File: config.mk
export PLATFORM = sky130hd
export DESIGN_NAME = vec_mem_seq
export DESIGN_NICKNAME = d
export VERILOG_FILES = /design/src/rtl/vec_mem_seq_pkg.sv /design/src/rtl/vms_rd_pipe.sv /design/src/rtl/vec_mem_seq.sv
export SDC_FILE = /design/constraint.sdc
export NUM_CORES = 2
export LEC_CHECK = 0
export ABC_AREA = 1
export BUFFER_PORTS_ARGS = -buffer_cell sky130_fd_sc_hd__buf_2
export CORE_UTILIZATION = 31
export CTS_BUF_LIST = sky130_fd_sc_hd__clkbuf_4 sky130_fd_sc_hd__clkbuf_8
export CTS_CLUSTER_SIZE = 28
export DETAILED_ROUTE_END_ITERATION = 16
export PLACE_DENSITY = 0.52
export SYNTH_ARGS = -nofsm -noshare
export SYNTH_HDL_FRONTEND = slang
export SYNTH_SLANG_ARGS = --single-unit
File: constraint.sdc
create_clock -name Clk1 -period 3.2 [get_ports Clk1]
set_input_delay 0.16 -clock Clk1 [delete_from_list [all_inputs] [get_ports Clk1]]
set_output_delay 0.16 -clock Clk1 [all_outputs]
set_load 0.03 [all_outputs]
File: src/rtl/vec_mem_seq_pkg.sv
// Shared definitions for the vector memory sequencer.
//   - sequencer state encoding
//   - vector geometry (words per vector, word width, tag width)
//   - lane_get / lane_put helpers to read or replace one 16-bit word of a 256-bit vector
package vec_mem_seq_pkg;

  localparam int unsigned NWORDS = 16;
  localparam int unsigned WORD_W = 16;
  localparam int unsigned VEC_W  = NWORDS * WORD_W;
  localparam int unsigned TAG_W  = $clog2(NWORDS);

  typedef enum logic [2:0] {
    StIdle,
    StLdIssue,
    StLdDrain,
    StStIssue,
    StDone
  } state_e;

  // Word idx of a vector: bits [16*idx+15 : 16*idx].
  function automatic logic [WORD_W-1:0] lane_get(input logic [VEC_W-1:0] vec,
                                                 input logic [TAG_W-1:0] idx);
    return vec[int'(idx) * WORD_W +: WORD_W];
  endfunction

  // Copy of vec with word idx replaced by word.
  function automatic logic [VEC_W-1:0] lane_put(input logic [VEC_W-1:0]  vec,
                                                input logic [TAG_W-1:0]  idx,
                                                input logic [WORD_W-1:0] word);
    logic [VEC_W-1:0] res;
    res = vec;
    res[int'(idx) * WORD_W +: WORD_W] = word;
    return res;
  endfunction

endpackage

File: src/rtl/vms_rd_pipe.sv
// Read-latency tracker for the memory sequencer.
// A Depth-stage shift register of {valid, tag}. Every cycle the current bus read (push,
// push_tag) enters stage 0; the last stage says which lane DataIn belongs to this cycle.
// Ports:
//   Clk1      clock
//   Reset     synchronous active-high reset, empties every stage
//   push      a read strobe is on the bus this cycle
//   push_tag  lane index of that read
//   pop_valid DataIn carries a requested word this cycle
//   pop_tag   lane index of that word
module vms_rd_pipe
  import vec_mem_seq_pkg::*;
#(
  parameter int unsigned Depth = 1
) (
  input  logic             Clk1,
  input  logic             Reset,
  input  logic             push,
  input  logic [TAG_W-1:0] push_tag,
  output logic             pop_valid,
  output logic [TAG_W-1:0] pop_tag
);

  logic [Depth-1:0]            valid_q;
  logic [Depth-1:0][TAG_W-1:0] tag_q;

  always_ff @(posedge Clk1) begin
    if (Reset) begin
      valid_q <= '0;
      tag_q   <= '0;
    end else begin
      valid_q[0] <= push;
      tag_q[0]   <= push_tag;
      for (int i = 1; i < int'(Depth); i++) begin
        valid_q[i] <= valid_q[i-1];
        tag_q[i]   <= tag_q[i-1];
      end
    end
  end

  assign pop_valid = valid_q[Depth-1];
  assign pop_tag   = tag_q[Depth-1];

endmodule

File: src/rtl/vec_mem_seq.sv
// Multi-cycle memory sequencer between the CVP14 core and the 16-bit single-ported bus.
// Accepts one load/store request (1..16 words), issues one bus word per cycle starting the
// cycle after accept, packs returning load words into a 256-bit vector and pulses
// rsp_valid for one cycle on completion.
// Ports:
//   Clk1, Reset             clock, synchronous active-high reset
//   req_valid / req_ready   request handshake (ready only while idle)
//   req_store, req_vec      store/load select, vector qualifier (drives V)
//   req_base, req_last      first word address, word count minus one
//   req_wdata               store vector, word i at [16i+15:16i]
//   Addr, RD, WR, V         registered bus address and strobes
//   dataOut, DataIn         bus write data, bus read data (valid RD_LAT cycles after RD)
//   rsp_valid, rsp_data     completion pulse, last assembled load vector
module vec_mem_seq
  import vec_mem_seq_pkg::*;
#(
  parameter int unsigned RD_LAT = 1  // legal range 1..3
) (
  input  logic              Clk1,
  input  logic              Reset,
  input  logic              req_valid,
  output logic              req_ready,
  input  logic              req_store,
  input  logic              req_vec,
  input  logic [15:0]       req_base,
  input  logic [TAG_W-1:0]  req_last,
  input  logic [VEC_W-1:0]  req_wdata,
  output logic [15:0]       Addr,
  output logic              RD,
  output logic              WR,
  output logic              V,
  output logic [WORD_W-1:0] dataOut,
  input  logic [WORD_W-1:0] DataIn,
  output logic              rsp_valid,
  output logic [VEC_W-1:0]  rsp_data
);

  state_e           state_q;
  logic [TAG_W-1:0] idx_q;    // lane currently on the bus
  logic [TAG_W-1:0] last_q;
  logic [VEC_W-1:0] wdata_q;
  logic [VEC_W-1:0] work_q;   // load vector being assembled

  logic             pipe_valid;
  logic [TAG_W-1:0] pipe_tag;

  // RD is registered, so the tag of the word on the bus is simply idx_q.
  vms_rd_pipe #(
    .Depth(RD_LAT)
  ) u_rd_pipe (
    .Clk1     (Clk1),
    .Reset    (Reset),
    .push     (RD),
    .push_tag (idx_q),
    .pop_valid(pipe_valid),
    .pop_tag  (pipe_tag)
  );

  assign req_ready = (state_q == StIdle);

  always_ff @(posedge Clk1) begin
    if (Reset) begin
      state_q   <= StIdle;
      idx_q     <= '0;
      last_q    <= '0;
      wdata_q   <= '0;
      work_q    <= '0;
      Addr      <= '0;
      RD        <= 1'b0;
      WR        <= 1'b0;
      V         <= 1'b0;
      dataOut   <= '0;
      rsp_valid <= 1'b0;
      rsp_data  <= '0;
    end else begin
      rsp_valid <= 1'b0;

      // Returning words are captured in whatever state they arrive.
      if (pipe_valid) begin
        work_q <= lane_put(work_q, pipe_tag, DataIn);
      end

      case (state_q)
        StIdle: begin
          if (req_valid) begin
            idx_q   <= '0;
            last_q  <= req_last;
            wdata_q <= req_wdata;
            work_q  <= '0;  // lanes above last must read back as zero
            Addr    <= req_base;
            V       <= req_vec;
            if (req_store) begin
              WR      <= 1'b1;
              dataOut <= lane_get(req_wdata, '0);
              state_q <= StStIssue;
            end else begin
              RD      <= 1'b1;
              state_q <= StLdIssue;
            end
          end
        end

        StLdIssue, StStIssue: begin
          if (idx_q == last_q) begin
            RD      <= 1'b0;
            WR      <= 1'b0;
            V       <= 1'b0;
            Addr    <= '0;
            dataOut <= '0;
            if (state_q == StStIssue) begin
              rsp_valid <= 1'b1;
              state_q   <= StDone;
            end else begin
              state_q <= StLdDrain;
            end
          end else begin
            idx_q <= idx_q + 1'b1;
            Addr  <= Addr + 16'd1;  // 16-bit modulo wrap is intended
            if (state_q == StStIssue) begin
              dataOut <= lane_get(wdata_q, idx_q + 1'b1);
            end
          end
        end

        StLdDrain: begin
          // Reads return in issue order, so tag == last is the final word.
          if (pipe_valid && (pipe_tag == last_q)) begin
            rsp_valid <= 1'b1;
            rsp_data  <= lane_put(work_q, pipe_tag, DataIn);
            state_q   <= StDone;
          end
        end

        StDone: begin
          state_q <= StIdle;
        end

        default: begin
          state_q <= StIdle;
        end
      endcase
    end
  end

endmodule
== Yosys cells after proc, flatten, opt, wreduce, memory -nomap -nowiden ==
Cells that the tools add are included.
Operators by class
  add/sub/neg operators: 3
  equal/unequal tests: 12
  shift operators: 3
  multiplexer cells: 34
  reduce and logical (&&, ||, !) cells: 13
Operators by type and width (count)
  $mux 256: 3
  $bwmux 256: 1
  $shift 16x34->256 const A: 1
  $shiftx 16x34->256: 1
  $shiftx 256x9->16: 1
  $mux 16: 6
  $pmux 16 s2: 2
  $neg 8->34: 1
  $add 16x1->16 const B: 1
  $mux 3: 4
  $reduce_and 4->1: 3
  $ne 2x2->1 const B: 5
  $mux 1: 9
  $pmux 3 s3: 1
  $reduce_and 3->1: 3
  $eq 4x4->1: 2
  $mux 4: 2
  $pmux 1 s2: 4
  $pmux 4 s2: 1
  $eq 3x2->1 const B: 2
  $reduce_and 2->1: 3
  $add 4x1->4 const B: 1
  $eq 3x1->1 const B: 1
  $logic_not 3->1: 1
  6 further kinds: 6
Word-level totals
  register bits: 820
  input port bits: 297
  output and inout bits: 293
  word-level logic and storage cells: 79

== Depth between registers and ports, before layout ==
  depth after elaboration: 6
  mapped depth: 16

== Modules after synthesis ==
Synthesis repeated with hierarchy kept, for this count alone.
Unflattened totals
  cells, all modules: 5945
  area, all modules: 38633.3 um2
By module, submodules not included
  vec_mem_seq: times used 1, cells an instance 5930, area an instance 38495.7 um2, sequential area each 16315.6 um2
  vms_rd_pipe: times used 1, cells an instance 15, area an instance 137.6 um2, sequential area each 100.1 um2

== Worst setup path after synthesis ==
Ideal clock, no wire load.
  path kind: flip-flop to flip-flop
  from: register u_rd_pipe.tag_q, in the netlist u_rd_pipe.pop_tag[0]
  to: register work_q[182]
  setup time: 56 ps
  data arrival time: 2343 ps
  data required time: 3144 ps
  slack: 801 ps
  cell stages (with the launch flop): 15
  path buffers: 5
  cell sequence: dfxtp_1 > inv_2 > buf_2 > buf_2 > nand2_1 > inv_1 > ha_1 > inv_1 > buf_2 > buf_2 > clkbuf_1 > nand3_1 > nand3_1 > nand2_1 > inv_1
On the way
  cells in the longest elaborated chain, start to end: 6
  elaborated cells between the ends (all ways): 7
  classes of those cells: add/sub (1); shift (2); mux (4)
RTL lines
  from (decl): RTL line vms_rd_pipe.sv:25  | logic [Depth-1:0][TAG_W-1:0] tag_q;
  from (signal, indexed assignment): RTL line vms_rd_pipe.sv:36  | tag_q[i] <= tag_q[i-1];
  $neg 8->34 (*): RTL line vec_mem_seq_pkg.sv:32  | res[int'(idx) * WORD_W +: WORD_W] = word;
  $shiftx 16x34->256 / $shift 16x34->256 (equally long branches): RTL line vec_mem_seq_pkg.sv:32
  $bwmux 256 (*): RTL line vec_mem_seq_pkg.sv:32
  $mux 256 (*): RTL line vec_mem_seq.sv:79  | if (pipe_valid) begin
  $mux 256: RTL line vec_mem_seq.sv:85  | if (req_valid) begin
  $mux 256 (*): RTL line vec_mem_seq.sv:83  | case (state_q)
  to (signal assigned): RTL line vec_mem_seq.sv:80  | work_q <= lane_put(work_q, pipe_tag, DataIn);
  to (decl): RTL line vec_mem_seq.sv:42  | logic [VEC_W-1:0] work_q;
Every way passes the cells marked *; elsewhere a longest branch is shown, timed or not.
A chain may end at the register's enable or synchronous reset.

== Final worst setup path ==
  from: register u_rd_pipe.tag_q, in the netlist u_rd_pipe.pop_tag[0]
  to: register rsp_data[184]
On the way
  cells in the longest elaborated chain, start to end: 3
  elaborated cells between the ends (all ways): 7
  classes of those cells: add/sub (1); eq/ne (1); shift (2); mux (1); reduce/logical (2)
RTL lines
  $neg 8->34 / $eq 4x4->1 (equally long branches): RTL line vec_mem_seq_pkg.sv:32, vec_mem_seq.sv:127
  $shiftx 16x34->256, or another cell as far along: RTL line vec_mem_seq_pkg.sv:32
  $bwmux 256 / $reduce_and 2->1 (equally long branches)
  to (signal assigned): RTL line vec_mem_seq.sv:129  | rsp_data <= lane_put(work_q, pipe_tag, DataIn);
  to (decl): RTL line vec_mem_seq.sv:35  | output logic [VEC_W-1:0] rsp_data
Parallel ways exist; a longest one is shown, timed or not.

==> impl_results.md <==
* Ys flop type: dfxtp_1
* Die W at 353 um
* Via density at 4.80
* Footprint of the multi-input gates at 17,100 um^2
* WP data required at between 4 and 5 ns
* Slew Viols, Final at 0
* Synth-to-layout area growth at 30.1%
* Post-route setup slack at about 0.32 ns
* Clock group share of total power at approximately 36%
* Nets at between 7,000 and 8,000
* Clock Tree Root: clkbuf_8
* Router iterations before antenna repair at 7
* Power per cell area at 637 nW/um^2
* Max Fclk at about 0.35 GHz
* Fin crit share at around 90%
* Drt total wl at approximately 150,000 um
* Internal at roughly 21 mW
* Io pins at 590
* RSZ-0062 raised after global routing: false
* Grt ovf at 0
* Post-synthesis cell area at roughly 38,000 um^2
* Power, Total at around 32 mW
* Synthesis Warnings at 0
* Max_cap viols at 0
* Post-synthesis average cell area at between 6 and 7 um^2
* Pin count of the biggest net entering global routing at between 200 and 250
* H-Tree Depth at 4
* Sequential share of power at roughly two fifths
* Worst hold path type: in2reg
* Synth async-reset ratio at 0%
* Detailed placement HPWL at 99,900 um
* Placement Setup Slack at ~0.40 ns
* Synth area leaders: dfxtp_1 (43%), nand2_1 (11%), nand3_1 (11%)
* Reg area at ~16,000 um^2
* Number of buffers added on ports at around 590
* TritonCTS Buffers at ~150
* CP Capture Type: register
* Antenna Violating Nets Remaining at 0
* Synth Instances at slightly below 6,000
* Post-CTS setup buffer count at 0
* Number of global-route vias before repair at approximately 37,000
* Vias at 40,828
* Global Route Usage Sum at a little under a quarter
* Clk buf depth at 3
* CTS tree: done
* Syn Nets at between 6,000 and 7,000
* WL/cell at between 15 and 20 um
* Routability congestion estimate at 0.842
* Post-synth top area share at around 43%
* Worst-Skew Late Latency at between 0.8 and 0.9 ns
* Remaining DRCs at 0
* Detail Route met2 WL at a little under 70,000 um
* Setup violators final at 0
* Max incr delay on CP at a little under 0.9 ns
* Yosys cell types at 30
* Setup TNS Final at 0 ns
* Status: finished, final reports clean
* Post-synth top area cell: dfxtp_1
* Hold Slack at around 0.11 ns
* Layout cells sized above 1 at between 10% and 20%
* DR iter-0 viols at ~3,600
* Die Height at 353 um
* Yosys reg bits at 820
* Layout Skew at 0.0445 ns
* Min Tclk post-route at between 2 and 3 ns
* Fillers at ~13,000
* Top sig layer: met5
* Cell area after layout at about 50,000 um^2
* R2R Setup Slk at around 0.32 ns
* Placed insts at roughly 8,000
* Clk sink count at just over 800
* Worst Setup Path Type: reg2reg
* Worst path cell trace: inv_2 > ha_1 > buf_4 > nor2_4 > inv_1 > nor2_1 > nand3_1 > nand3_1 > nand2_1 > inv_1
* Starting Density at 31.3%
* First-pass GRT wire length at between 200,000 and 250,000 um
* Rows at approximately 130
* CP arrival at 3.69 ns
* Post-synth EDFFs at 0
* WL met1 at ~65,000 um
* Max-Slew Margin vs Limit at 26.9%
* Buffers & Inverters on Critical Path at 4
* Peak supply drop at around 0.46 mV
* Slowest CP cell: nor2_1
* Startpoint types: register
* Critical path peak fanout at 16
* CORE AREA at between 100,000 and 150,000 um^2
* Post-synthesis sequential area ratio at a little over two fifths
* Placement Cell Area at roughly 43,000 um^2
* Utilization after layout at 40.7%
* Total die area at 125,000 um^2
* Post-Layout Cell Count at around 8,500
* Tightest Pin Transition at about 1.1 ns
* Logic pwr share at approximately a quarter
* Met3 WL at roughly 11,000 um
* Fin. Hold Viols at 0
* P_leak at 23.9 nW
* Crit path max-delay family: simple AND/OR/NAND/NOR gates
* CTS clk-pin slew, worst paths at 0.06 ns
* Initial antenna violation count at 11
* Psw at 11.0 mW
* Switch share at around a third
-- per-layer routing --
layer  up-vias  global-route usage, %
li1      20253                      -
met1     18833                   30.1
met2      1402                   37.0
met3       336                   5.49
met4         4                   11.7
met5         -                      0
-- cell type report --
class | count | area share (%)
Antenna cell | 8 | 0.0403
Clock buffer | 248 | 6.15
Sequential cell | 820 | 33.0
Inverter | 824 | 6.24
Timing Repair Buffer | 1053 | 15.4
Multi-Input combinational cell | 3901 | 34.4
Tap cell | 1625 | 4.09
Clock inverter | 27 | 0.657
-- worst register-to-register path, stage by stage, from the launching register on --
cell     delay, ns
dfxtp_1       0.41
inv_2         0.06
ha_1          0.39
buf_4         0.20
nor2_4        0.17
inv_1         0.24
nor2_1        0.88
nand3_1       0.21
nand3_1       0.15
nand2_1       0.06
inv_1         0.04
-- synthesized netlist by cell type, types with 6 or more instances --
cell      number
a21oi_1      380
buf_1         41
buf_2        123
clkbuf_1     237
dfxtp_1      820
inv_1        811
inv_2         10
nand2_1     1138
nand2_2        6
nand3_1      840
nand4_1       78
nor2_1      1049
o21ai_0      356
o21ai_1       16
-- registers in the layout (all words and copies together), names as in the netlist, 3 cells and up --
signal             count
Addr                  16
dataOut               16
idx_q                  4
last_q                 4
rsp_data             256
state_q                3
u_rd_pipe.pop_tag      4
wdata_q              256
work_q               256
-- kinds of logic (layout without fill, tap and decap cells) --
kind of cell | after synthesis | after routing | synth area share (%)
adder cells (fa/ha/maj) | 4 | 4 | 0.131
flip-flops | 820 | 820 | 42.9
XOR/XNOR | 7 | 7 | 0.160
other | 0 | 8 | 0
buffers and inverters | 1228 | 2152 | 12.5
AO/OA/AOI/OAI | 756 | 756 | 9.92
AND/OR/NAND/NOR | 3134 | 3134 | 34.4
-- cell usage in the layout (no fill, tap or decap), types with 3 or more instances in the layout --
cell type / instances
inv_1: 809
dfxtp_1: 818
o21ai_1: 16
nor2_2: 6
xor2_1: 4
nand2_2: 5
nand2_1: 1137
o21ai_0: 356
nand4_1: 78
clkbuf_8: 192
a21oi_1: 380
inv_2: 10
buf_2: 588
nor3_1: 4
nand4_2: 4
buf_4: 78
dlygate4sd3_1: 362
clkbuf_4: 57
nor2_1: 1047
diode_2: 8
clkinvlp_4: 3
clkinv_2: 13
nor2_4: 5
clkinv_8: 4
bufinv_16: 5
nand3_1: 840
buf_12: 24
-- power groups by stage --
stage	Sequential [mW]	Combinational [mW]	Clock, mW
after floorplan	12.6	5.02	0
after global placement	12.3	7.63	0
after detailed placement	12.3	7.69	0
after CTS	12.1	8.28	11.6
after global routing	12.2	9.27	12.0
final	12.1	8.33	11.3
-- path summary, 6_finish.rpt --
path | start | cells past startpoint | endpoint
hold reg to reg | wdata_q[241] | 2 | wdata_q[241]
hold / removal | req_wdata[101] | 4 | wdata_q[101]
setup reg to reg | u_rd_pipe.pop_tag[0] | 10 | rsp_data[184]
setup / recovery | u_rd_pipe.pop_tag[0] | 10 | rsp_data[184]
-- what timing repair did --
action,in CTS,in global routing
hold buffers,362,0
hold endpoints to repair,535,0
gates resized for setup,0,0
No activity file was read; power rests on OpenSTA's default activity.
